[config.mk]
export PLATFORM = sky130hd
export DESIGN_NAME = note_arbiter
export DESIGN_NICKNAME = d
export VERILOG_FILES = /design/src/rtl/note_arbiter_pkg.sv /design/src/rtl/note_arbiter_lowest_set.sv /design/src/rtl/note_arbiter.sv
export SDC_FILE = /design/constraint.sdc
export NUM_CORES = 1
export LEC_CHECK = 0
export CORE_MARGIN = 5
export CORE_UTILIZATION = 50
export DETAILED_ROUTE_END_ITERATION = 10
export DONT_BUFFER_PORTS = 1
export PLACE_DENSITY = 0.8
export SLEW_MARGIN = 5
export SYNTH_ARGS = -nofsm -noshare
export SYNTH_HDL_FRONTEND = slang
export SYNTH_SLANG_ARGS = --single-unit
[constraint.sdc]
create_clock -name clk -period 2 [get_ports clk]
set_input_delay 0.4 -clock clk [delete_from_list [all_inputs] [get_ports clk]]
set_output_delay 0.4 -clock clk [all_outputs]
set_load 0.02 [all_outputs]
[src/rtl/note_arbiter_pkg.sv]
// Shared constants and state encoding for the keyboard front end
// (debounce stage and note arbiter).
package note_arbiter_pkg;

    localparam int DEBOUNCE_TIME = 1_000_000;   // debounce settle time, cycles
    localparam int HOLD_MIN_DEF  = 2_000_000;   // 20 ms at 100 MHz

    typedef enum logic [1:0] {
        IDLE   = 2'd0,
        ON_EV  = 2'd1,
        PLAY   = 2'd2,
        OFF_EV = 2'd3
    } arb_state_t;

endpackage

[src/rtl/note_arbiter_lowest_set.sv]
// Combinational priority encoder: index of the lowest set bit (0 when none set).
module lowest_set #(
    parameter int N = 8,
    parameter int W = $clog2(N)
) (
    input  logic [N-1:0] x,
    output logic [W-1:0] idx
);

    always_comb begin
        idx = '0;
        for (int i = N - 1; i >= 0; i--) begin
            if (x[i]) idx = W'(i);
        end
    end

endmodule

[src/rtl/note_arbiter.sv]
// Monophonic last-pressed-priority note arbiter with a minimum note duration,
// emitting note-on/note-off events over a valid/ready handshake.
module note_arbiter
    import note_arbiter_pkg::*;
#(
    parameter int NKEYS    = 8,
    parameter int HOLD_MIN = HOLD_MIN_DEF,
    localparam int NW      = $clog2(NKEYS)
) (
    input  logic             clk,
    input  logic             rst,
    input  logic [NKEYS-1:0] key_level,
    output logic             ev_valid,
    output logic             ev_on,
    output logic [NW-1:0]    ev_note,
    input  logic             ev_ready,
    output logic             active,
    output logic [NW-1:0]    cur_note
);

    localparam int HW = (HOLD_MIN > 1) ? $clog2(HOLD_MIN) : 1;
    localparam logic [HW-1:0] HOLD_LAST = HW'(HOLD_MIN - 1);

    arb_state_t       state;
    logic [NKEYS-1:0] key_q, pend, press, mask, pend_clr, pend_base;
    logic [NW-1:0]    nxt, low_key, low_pend;
    logic             nxt_v;
    logic [HW-1:0]    hold_cnt;
    logic             hold_sat;

    lowest_set #(.N(NKEYS), .W(NW)) u_low_key  (.x(key_level), .idx(low_key));
    lowest_set #(.N(NKEYS), .W(NW)) u_low_pend (.x(pend),      .idx(low_pend));

    assign press    = key_level & ~key_q;
    assign hold_sat = (hold_cnt == HOLD_LAST);

    // Keys already chosen to sound (current, committed next, or about to be
    // loaded from IDLE) never enter pend, so re-presses cause no events.
    always_comb begin
        mask     = '0;
        pend_clr = '0;
        case (state)
            IDLE:    if (|key_level) mask[low_key] = 1'b1;
            OFF_EV: begin
                mask[cur_note] = 1'b1;
                if (nxt_v) mask[nxt] = 1'b1;
            end
            default: mask[cur_note] = 1'b1;
        endcase
        if (state == PLAY && hold_sat && |pend) pend_clr[low_pend] = 1'b1;
    end

    assign pend_base = (state == IDLE) ? '0 : pend;

    always_ff @(posedge clk or posedge rst) begin
        if (rst) begin
            key_q <= '0;
            pend  <= '0;
        end else begin
            key_q <= key_level;
            pend  <= (pend_base | press) & key_level & ~mask & ~pend_clr;
        end
    end

    always_ff @(posedge clk or posedge rst) begin
        if (rst) begin
            state    <= IDLE;
            ev_valid <= 1'b0;
            ev_on    <= 1'b0;
            ev_note  <= '0;
            active   <= 1'b0;
            cur_note <= '0;
            nxt      <= '0;
            nxt_v    <= 1'b0;
            hold_cnt <= '0;
        end else begin
            case (state)
                IDLE: begin
                    if (|key_level) begin
                        cur_note <= low_key;
                        ev_valid <= 1'b1;
                        ev_on    <= 1'b1;
                        ev_note  <= low_key;
                        state    <= ON_EV;
                    end
                end
                // Entered with ev_valid low after a note-off: offer one cycle later.
                ON_EV: begin
                    if (!ev_valid) begin
                        ev_valid <= 1'b1;
                        ev_on    <= 1'b1;
                        ev_note  <= cur_note;
                    end else if (ev_ready) begin
                        ev_valid <= 1'b0;
                        active   <= 1'b1;
                        hold_cnt <= '0;
                        state    <= PLAY;
                    end
                end
                PLAY: begin
                    if (!hold_sat) begin
                        hold_cnt <= hold_cnt + 1'b1;
                    end else if (|pend) begin
                        nxt   <= low_pend;
                        nxt_v <= 1'b1;
                        state <= OFF_EV;
                    end else if (!key_level[cur_note]) begin
                        nxt   <= low_key;
                        nxt_v <= |key_level;
                        state <= OFF_EV;
                    end
                end
                OFF_EV: begin
                    if (!ev_valid) begin
                        ev_valid <= 1'b1;
                        ev_on    <= 1'b0;
                        ev_note  <= cur_note;
                    end else if (ev_ready) begin
                        ev_valid <= 1'b0;
                        active   <= 1'b0;
                        if (nxt_v) begin
                            cur_note <= nxt;
                            state    <= ON_EV;
                        end else begin
                            state    <= IDLE;
                        end
                    end
                end
                default: state <= IDLE;
            endcase
        end
    end

endmodule

# Word level (Yosys, flattened, before mapping)

Cells that the tools add are included.

Reduce and logical (&&, ||, !) cells: 23
Add/sub/neg operators: 1
Bitwise operators: 9
Order comparisons: 8
Multiplexer cells: 68
Equality and inequality tests: 17

Operators by type and width:

| operator                | number |
|---|---|
| $mux W3                 | 23 |
| $mux W21                | 3 |
| $pmux W21 S2            | 1 |
| $and A8 B8 Y8           | 4 |
| $mux W8                 | 4 |
| $ne A2 B2 Y1 const B    | 12 |
| $not A8 Y8              | 3 |
| $add A21 B1 Y21 const B | 1 |
| $eq A21 B21 Y1 const B  | 1 |
| $mux W1                 | 17 |
| $lt A3 B4 Y1 const B    | 4 |
| $mux W2                 | 8 |
| $or A8 B8 Y8            | 2 |
| $pmux W8 S2             | 1 |
| $reduce_or A8 Y1        | 2 |
| $demux W1 S3            | 4 |
| $ge A3 B1 Y1 const B    | 4 |
| $pmux W3 S2             | 2 |
| $reduce_and A5 Y1       | 2 |
| $pmux W2 S4             | 1 |
| $reduce_and A4 Y1       | 2 |
| $reduce_bool A2 Y1      | 4 |
| $reduce_and A7 Y1       | 1 |
| $logic_and A1 B1 Y1     | 6 |
| 11 further kinds        | 14 |

Input bits: 11
Bits in registers: 52
Logic and storage cells: 137
Output and inout bits: 9

# Longest topological paths before layout

Gate-level depths: netlist of run 1.

Word-level depth: 17
Depth in mapped cells: 9
Depth with buffers taken out: 8

# Modules after synthesis

From an unflattened synthesis of run 1, not the netlist that was laid out.

Cell total of the unflattened synthesis: 355
Area total of the unflattened synthesis: 3191.8 um^2

Modules (own cells, without submodules):

| module       | sequential area each (um^2) | cells each | area an instance (um^2) | instances |
|---|---|---|---|---|
| note_arbiter | 1301.2                      | 331        | 3024.2                  | 1 |
| lowest_set   | 0.0                         | 12         | 83.8                    | 2 |

# Least setup slack after synthesis of run 1

No wires, ideal clock.

Path kind: register to register
Start: reg cur_note[2]
End: reg state[1]
Setup time: 0.120 ns
Data arrival time: 1.825 ns
Clock period less this slack: 1.945 ns
Stages on the path, launching flop included: 8
Data required time: 1.880 ns
Buffers on the path: 1
Setup slack: 0.055 ns
Cell sequence: dfrtp_1 buf_4 mux2i_1 a21oi_1 o221a_1 o41ai_4 a21oi_1 a31o_1

Word-level cells in the longest chain between the ends: 4

RTL lines:

| element                            | line                | text |
|---|---|---|
| from (decl)                        | note_arbiter.sv:18  | `output logic [NW-1:0] cur_note` |
| from (signal assigned)             | note_arbiter.sv:80  | `cur_note <= low_key;` |
| from (signal assigned)             | note_arbiter.sv:122 | `cur_note <= nxt;` |
| $bmux W1 S3                        | note_arbiter.sv:107 | `end else if (!key_level[cur_note]) begin` |
| $mux W1 (not written as such)      | note_arbiter.sv:107 |  |
| $ne A3 B3 Y1 (no source line)      | -                   |  |
| $reduce_and A7 Y1 (no source line) | -                   |  |
| to (signal assigned)               | note_arbiter.sv:106 | `state <= OFF_EV;` |
| to (signal assigned)               | note_arbiter.sv:110 | `state <= OFF_EV;` |
| to (signal assigned)               | note_arbiter.sv:123 | `state <= ON_EV;` |
| to (decl)                          | note_arbiter.sv:24  | `arb_state_t state;` |

Every way passes these cells. The select of a mux whose other input is x is not followed.
A chain may end at the register's enable or synchronous reset.

# Worst setup path in the final report of run 1

Ends and elaborated chain as after synthesis.

==> impl_metrics.ini, run 1 <==
[clock_network]
clock-root-buffer = clkbuf_8
cts_tree = done
clock-sinks = 52
clkLatencyLatePin_ns = 0.30
cts.clk_slew.worst_paths_ns = 0.09
htreeDepth = 2
cts_buffers = 5
clockBufferDepth = 2
hold_buffers = 0

[route]
wire_per_inst_um = 16.68
wirelength_um = 7405
drt_iter0_markers = 189
dr_wl_met2_um = 3419
drt_pass1_iterations = 7
dr_wl_met3_um = 463
drc = 0
m1WireLength_um = 3371
viasPerCell = 5.993
vias = 2661
final_antenna_net_count = 0
routed.top_layer = met4

[cells_and_area]
fin_nets = 385
area_delta_synth_final_pct = 16.05
finalInstanceArea_um2 = 3528
nFillCells = 492
layout-drive-gt1-share_pct = 20.60
final_core_util_pct = 59.59
diodes = 0

[critical_path]
crit_path_start_kind = flop
required_ns = 2.19
slowest_stage = dfrtp_2
crit_arrival_ns = 2.19
cp_max_fo = 7
crit_buf_inv = 0
crit_path_max_incr_delay_ns = 0.45
crit_family = compound AO/OA/AOI/OAI gates
worstPathCellList = mux2i_1 -> a211oi_1 -> o221a_1 -> o41ai_4 -> a21oi_1 -> a31o_1
critical_path_class = flop to flop
worst_setup_path_end_kind = flop

[timing]
rsz0062_at_grt = true
fin_ws_ns = -0.0005993
setup_violations = 1
slew_headroom_pct = 63.58
final-hold-violation-count = 2
fin_worst_skew_ns = 0.007813
worst_slew_pin_slew_ns = 0.5417
finalCritPeriodShare_pct = 100.0
min_period_ns = 2.001
fmax_mhz = 499.9
finalSetupTns_ns = -0.0005993
report.final.slew_viol_count = 0
hold_ws_ns = -0.001166

[floorplanning]
die_x_um = 87.98
pin_count = 20
core_area_um2 = 5921
die-area_um2 = 7740
dieHeight_um = 87.98
start_util_pct = 51.35
rows = 28

[placement]
port_buffers = 0
place_area_um2 = 3319
gp_congestion = 0.9792
dpl.hpwl_um = 5385

[run]
cap_violations = 0

[synth]
yosysTopAreaCellShare_pct = 42.80
synth.area.top_cells = dfrtp_1 (43%), nor2_1 (5.1%), a21oi_1 (4.9%)
synth_cells = 337
synth-edff-count = 0
syn_area_per_cell_um2 = 9.022
synthesis.area_um2 = 3040
synth-seq-cells = 52
ys_warn_count = 0
ys.flop_type = dfrtp_1
synth_cell_types = 62
synth_seq_area_share_pct = 42.80
ys_async_sr_fraction_pct = 100.0
synthesis.nets = 354
yosys.area.top_type = dfrtp_1

[grt]
overflow = 0
grt_start_max_net_pins = 32
grt_pass1_wl_um = 12700
grt_usage_pct = 20.68
grt_antenna_before_repair = 0
grt_pass1_vias = 2621

[pwr]
worst_ir_drop_vdd_v = 0.001235
p_leak_nw = 1.527
power_per_cell_area_nw_per_um2 = 1190
power.total_mw = 4.200

[status]
violations = negative hold slack, negative setup slack
outcome = finished with violations

[worst_hold_path]
min_path_type = input port to async pin
registers in the layout, indices dropped and copies added, names as in the netlist:
signal / count
nxt: 3
ev_note: 3
ev_on: 1
hold_cnt: 21
nxt_v: 1
state: 2
ev_valid: 1
pend: 8
cur_note: 3
key_q: 8
active: 1
path summary, 6_finish.rpt:
path,from,endpoint,slack (ns),cells past startpoint
setup / recovery,cur_note[2],state[1],-0.0006,6
hold / removal,rst,key_q[2],-0.001,1
setup reg to reg,cur_note[2],state[1],-0.0006,6
hold reg to reg,key_q[0],pend[0],0.53,3
max in group asynchronous,rst,state[1],1.47,2
min in group clk,key_level[5],key_q[5],0.12,0
per-layer routing:
| layer | global-route usage (%) | up-vias |
|---|---|---|
| li1 | - | 1273 |
| met1 | 29.22 | 1278 |
| met2 | 32.47 | 92 |
| met3 | 4.327 | 18 |
| met4 | 5.300 | 0 |
| met5 | 0 | - |
cells in the final DEF, fill, tap and decap left out, types with 3 or more instances in the layout:
cell,n
a32oi_1,3
a211oi_1,7
a21oi_1,30
inv_2,3
nor3_1,3
a31oi_1,3
nor2_2,3
nand2b_1,5
and3_1,5
clkbuf_8,6
mux2i_1,3
nand2_1,25
buf_4,36
dfrtp_1,50
nand4_1,7
ha_1,4
o21a_1,3
nand3_1,10
o211ai_1,5
inv_1,12
o21ai_0,15
or3_1,3
nor2_1,39
and2_1,4
o2111ai_1,4
nor2b_1,7
xor2_1,14
o21ai_1,4
cell families (layout without fill, tap and decap cells):
logic type                 after synthesis  count (layout)  share of synthesized area, %
and+or+nand+nor                        137             137                         23.95
AOI/OAI and AO/OA                       92              92                         20.45
DFF                                     52              52                         42.80
buffers and inverters                   30              62                         4.362
xor gates and xnor gates                16              16                         4.609
adders and majority gates                6               6                         2.469
muxes                                    4               4                         1.358
cells in the mapped netlist, types with 4 or more instances:
cell	n
dfrtp_1	52
nor2_1	41
a21oi_1	30
nand2_1	27
inv_1	15
o21ai_0	15
xor2_1	15
nand3_1	10
nor2b_1	8
a211oi_1	7
nand4_1	7
and3_1	6
clkbuf_1	6
ha_1	6
nand2b_1	6
nor3_1	5
o211ai_1	5
and2_1	4
buf_2	4
o2111ai_1	4
o21ai_1	4
metrics by stage:
| stage | setup WS [ns] | std cells |
|---|---|---|
| 3_3_place_gp | 0.01011 | 429 |
| 6_report | -0.0005993 | 444 |
| 2_1_floorplan | 0.05522 | 337 |
| 5_1_grt | -0.05835 | 444 |
| 3_5_place_dp | -0.02207 | 429 |
| 4_1_cts | 0.002890 | 437 |
power breakdown:
group,leakage [nW],internal [mW],switching [mW]
Sequential,0.661,1.24,0.245
Clock,0.0510,0.277,0.336
Combinational,0.816,0.911,1.19
Total,1.53,2.43,1.77
what timing repair did:
action                                  CTS  global route
buffers inserted                          0             7
gates resized for setup                   2            18
endpoints found under the hold margin     0             0
endpoints found under the setup margin   10            30
pin swaps                                 0             5
cell type report:
| type | instances | area, µm² | share of cell area (%) |
|---|---|---|---|
| flip-flops and latches | 52 | 1304 | 36.95 |
| repair buffers | 38 | 310.3 | 8.794 |
| inverters | 16 | 60.06 | 1.702 |
| well taps | 75 | 93.84 | 2.660 |
| clock inverters | 2 | 10.01 | 0.2837 |
| multi-input cells | 255 | 1668 | 47.27 |
| clock buffers | 6 | 82.58 | 2.340 |
No activity file was read; power rests on OpenSTA's default activity.
==> run 2: changes to the inputs <==
CORE_ASPECT_RATIO = 1.5   (was unset)
==> impl_metrics.ini, run 2 (synthesis gave the netlist of run 1 again) <==
[critical_path]
worst_setup_path_end_kind = flop
worstPathCellList = mux2i_1 -> a211oi_1 -> o221a_4 -> o41ai_4 -> buf_4 -> a21oi_2 -> a31o_1
cp_max_fo = 7
crit_path_max_incr_delay_ns = 0.47
crit_arrival_ns = 2.21
slowest_stage = dfrtp_2
crit_path_start_kind = flop
required_ns = 2.20
r2r_cells = 7
critical_path_class = flop to flop

[route]
drt_iter0_markers = 277
drt_pass1_iterations = 5
drc = 0
vias = 2715
wire_per_inst_um = 17.86
final_antenna_net_count = 0
viasPerCell = 6.101
wirelength_um = 7946

[grt]
grt_antenna_before_repair = 0
grt_start_max_net_pins = 28
overflow = 0
grt_pass1_vias = 2710
grt_pass1_wl_um = 12610
grt_usage_pct = 20.34

[timing]
rsz0062_at_grt = true
min_period_ns = 2.018
final-hold-violation-count = 0
hold_ws_ns = 0.0008725
slew_headroom_pct = 62.90
worst_slew_pin_slew_ns = 0.5556
report.final.slew_viol_count = 0
finalCritPeriodShare_pct = 100.9
fmax_mhz = 495.5
finalSetupTns_ns = -0.01805
fin_worst_skew_ns = 0.01495
fin_ws_ns = -0.01805
setup_violations = 1

[status]
outcome = finished with violations
violations = negative setup slack

[clock_network]
htreeDepth = 2
clkLatencyLatePin_ns = 0.31
hold_buffers = 0
cts_tree = done
clock-sinks = 52
cts.clk_slew.worst_paths_ns = 0.11
clockBufferDepth = 2
cts_buffers = 5
clock-root-buffer = clkbuf_8

[cells_and_area]
diodes = 0
mostFrequentLayoutCell = dfrtp_1
final_core_util_pct = 61.32
area_delta_synth_final_pct = 18.39
regMostFlops = hold_cnt
most-common-layout-cells = dfrtp_1 (51), buf_4 (42), nor2_1 (40), a21oi_1 (27), nand2_1 (25)
largest_reg_flops = 21
layout-drive-gt1-share_pct = 21.98
fin_nets = 389
top_regs = hold_cnt x21, key_q x8, pend x8

[floorplanning]
dieHeight_um = 105.5
pin_count = 20
die_x_um = 73.67
rows = 34
core_area_um2 = 5871
die-area_um2 = 7773
start_util_pct = 51.79

[placement]
port_buffers = 0
dpl.hpwl_um = 5715
pre_cts_ws_ns = -0.1290
gp_congestion = 0.9545

[pwr]
worst_ir_drop_vdd_v = 0.0006964
p_leak_nw = 1.553
power_per_cell_area_nw_per_um2 = 1231
power.total_mw = 4.430

[run]
cap_violations = 0

[worst_hold_path]
min_path_type = input port to async pin
==> run 2: cell count changes in the layout (fill, tap and decap cells not counted), sizes merged <==
cell,delta
buf,+4
clkinv,-2
bufinv,+1
clkbuf,-1
clkinvlp,+1
inv,+1
==> run 2: metrics by stage <==
stage | instances | instance area [µm²]
floorplan | 337 | 3040
global placement | 431 | 3328
detailed placement | 431 | 3328
CTS | 439 | 3462
global route | 445 | 3600
finish | 445 | 3600
==> run 2: power breakdown <==
part / total (mW) / internal [mW] / switching, mW
Sequential: 1.50 / 1.24 / 0.262
Combinational: 2.17 / 0.949 / 1.22
Clock: 0.760 / 0.378 / 0.382
Total: 4.43 / 2.57 / 1.86
==> run 2: what timing repair did <==
item	CTS	global route
pin swaps	0	12
setup endpoints to repair	6	28
endpoints found under the hold margin	0	0
resized for setup	4	23
buffers inserted	0	6
==> run 2: area by class of cell <==
class	instances	area, µm²
Clock buffer	5	68.82
Clock inverter	3	46.29
Fill cell	497	2271
Inverter	16	60.06
Multi-Input combinational cell	255	1717
Sequential cell	52	1303
Tap cell	72	90.09
Timing Repair Buffer	42	315.3
==> run 2: final timing paths <==
check | startpoint | to | slack, ns
setup reg to reg | cur_note[2] | state[1] | -0.02
setup / recovery | cur_note[2] | state[1] | -0.02
hold reg to reg | hold_cnt[19] | hold_cnt[19] | 0.55
max in group asynchronous | rst | nxt_v | 1.38
min in group clk | key_level[5] | key_q[5] | 0.10
hold / removal | rst | key_q[2] | 0.0009
==> run 2: critical path, delay by kind of cell, from the launching register on <==
kind	cells	cell delay (ns)
AOI/OAI and AO/OA	5	1.02
DFF	1	0.47
muxes	1	0.23
buffers and inverters	1	0.19
==> run 2: layer usage <==
| layer | part of all wire (%) | up-vias | GRT usage, % |
|---|---|---|---|
| met5 | 0 | - | 0 |
| met3 | 6.2 | 36 | 3.905 |
| met4 | 3.8 | 0 | 10.23 |
| met1 | 37 | 1303 | 21.89 |
| met2 | 53 | 101 | 36.48 |
| li1 | - | 1275 | - |
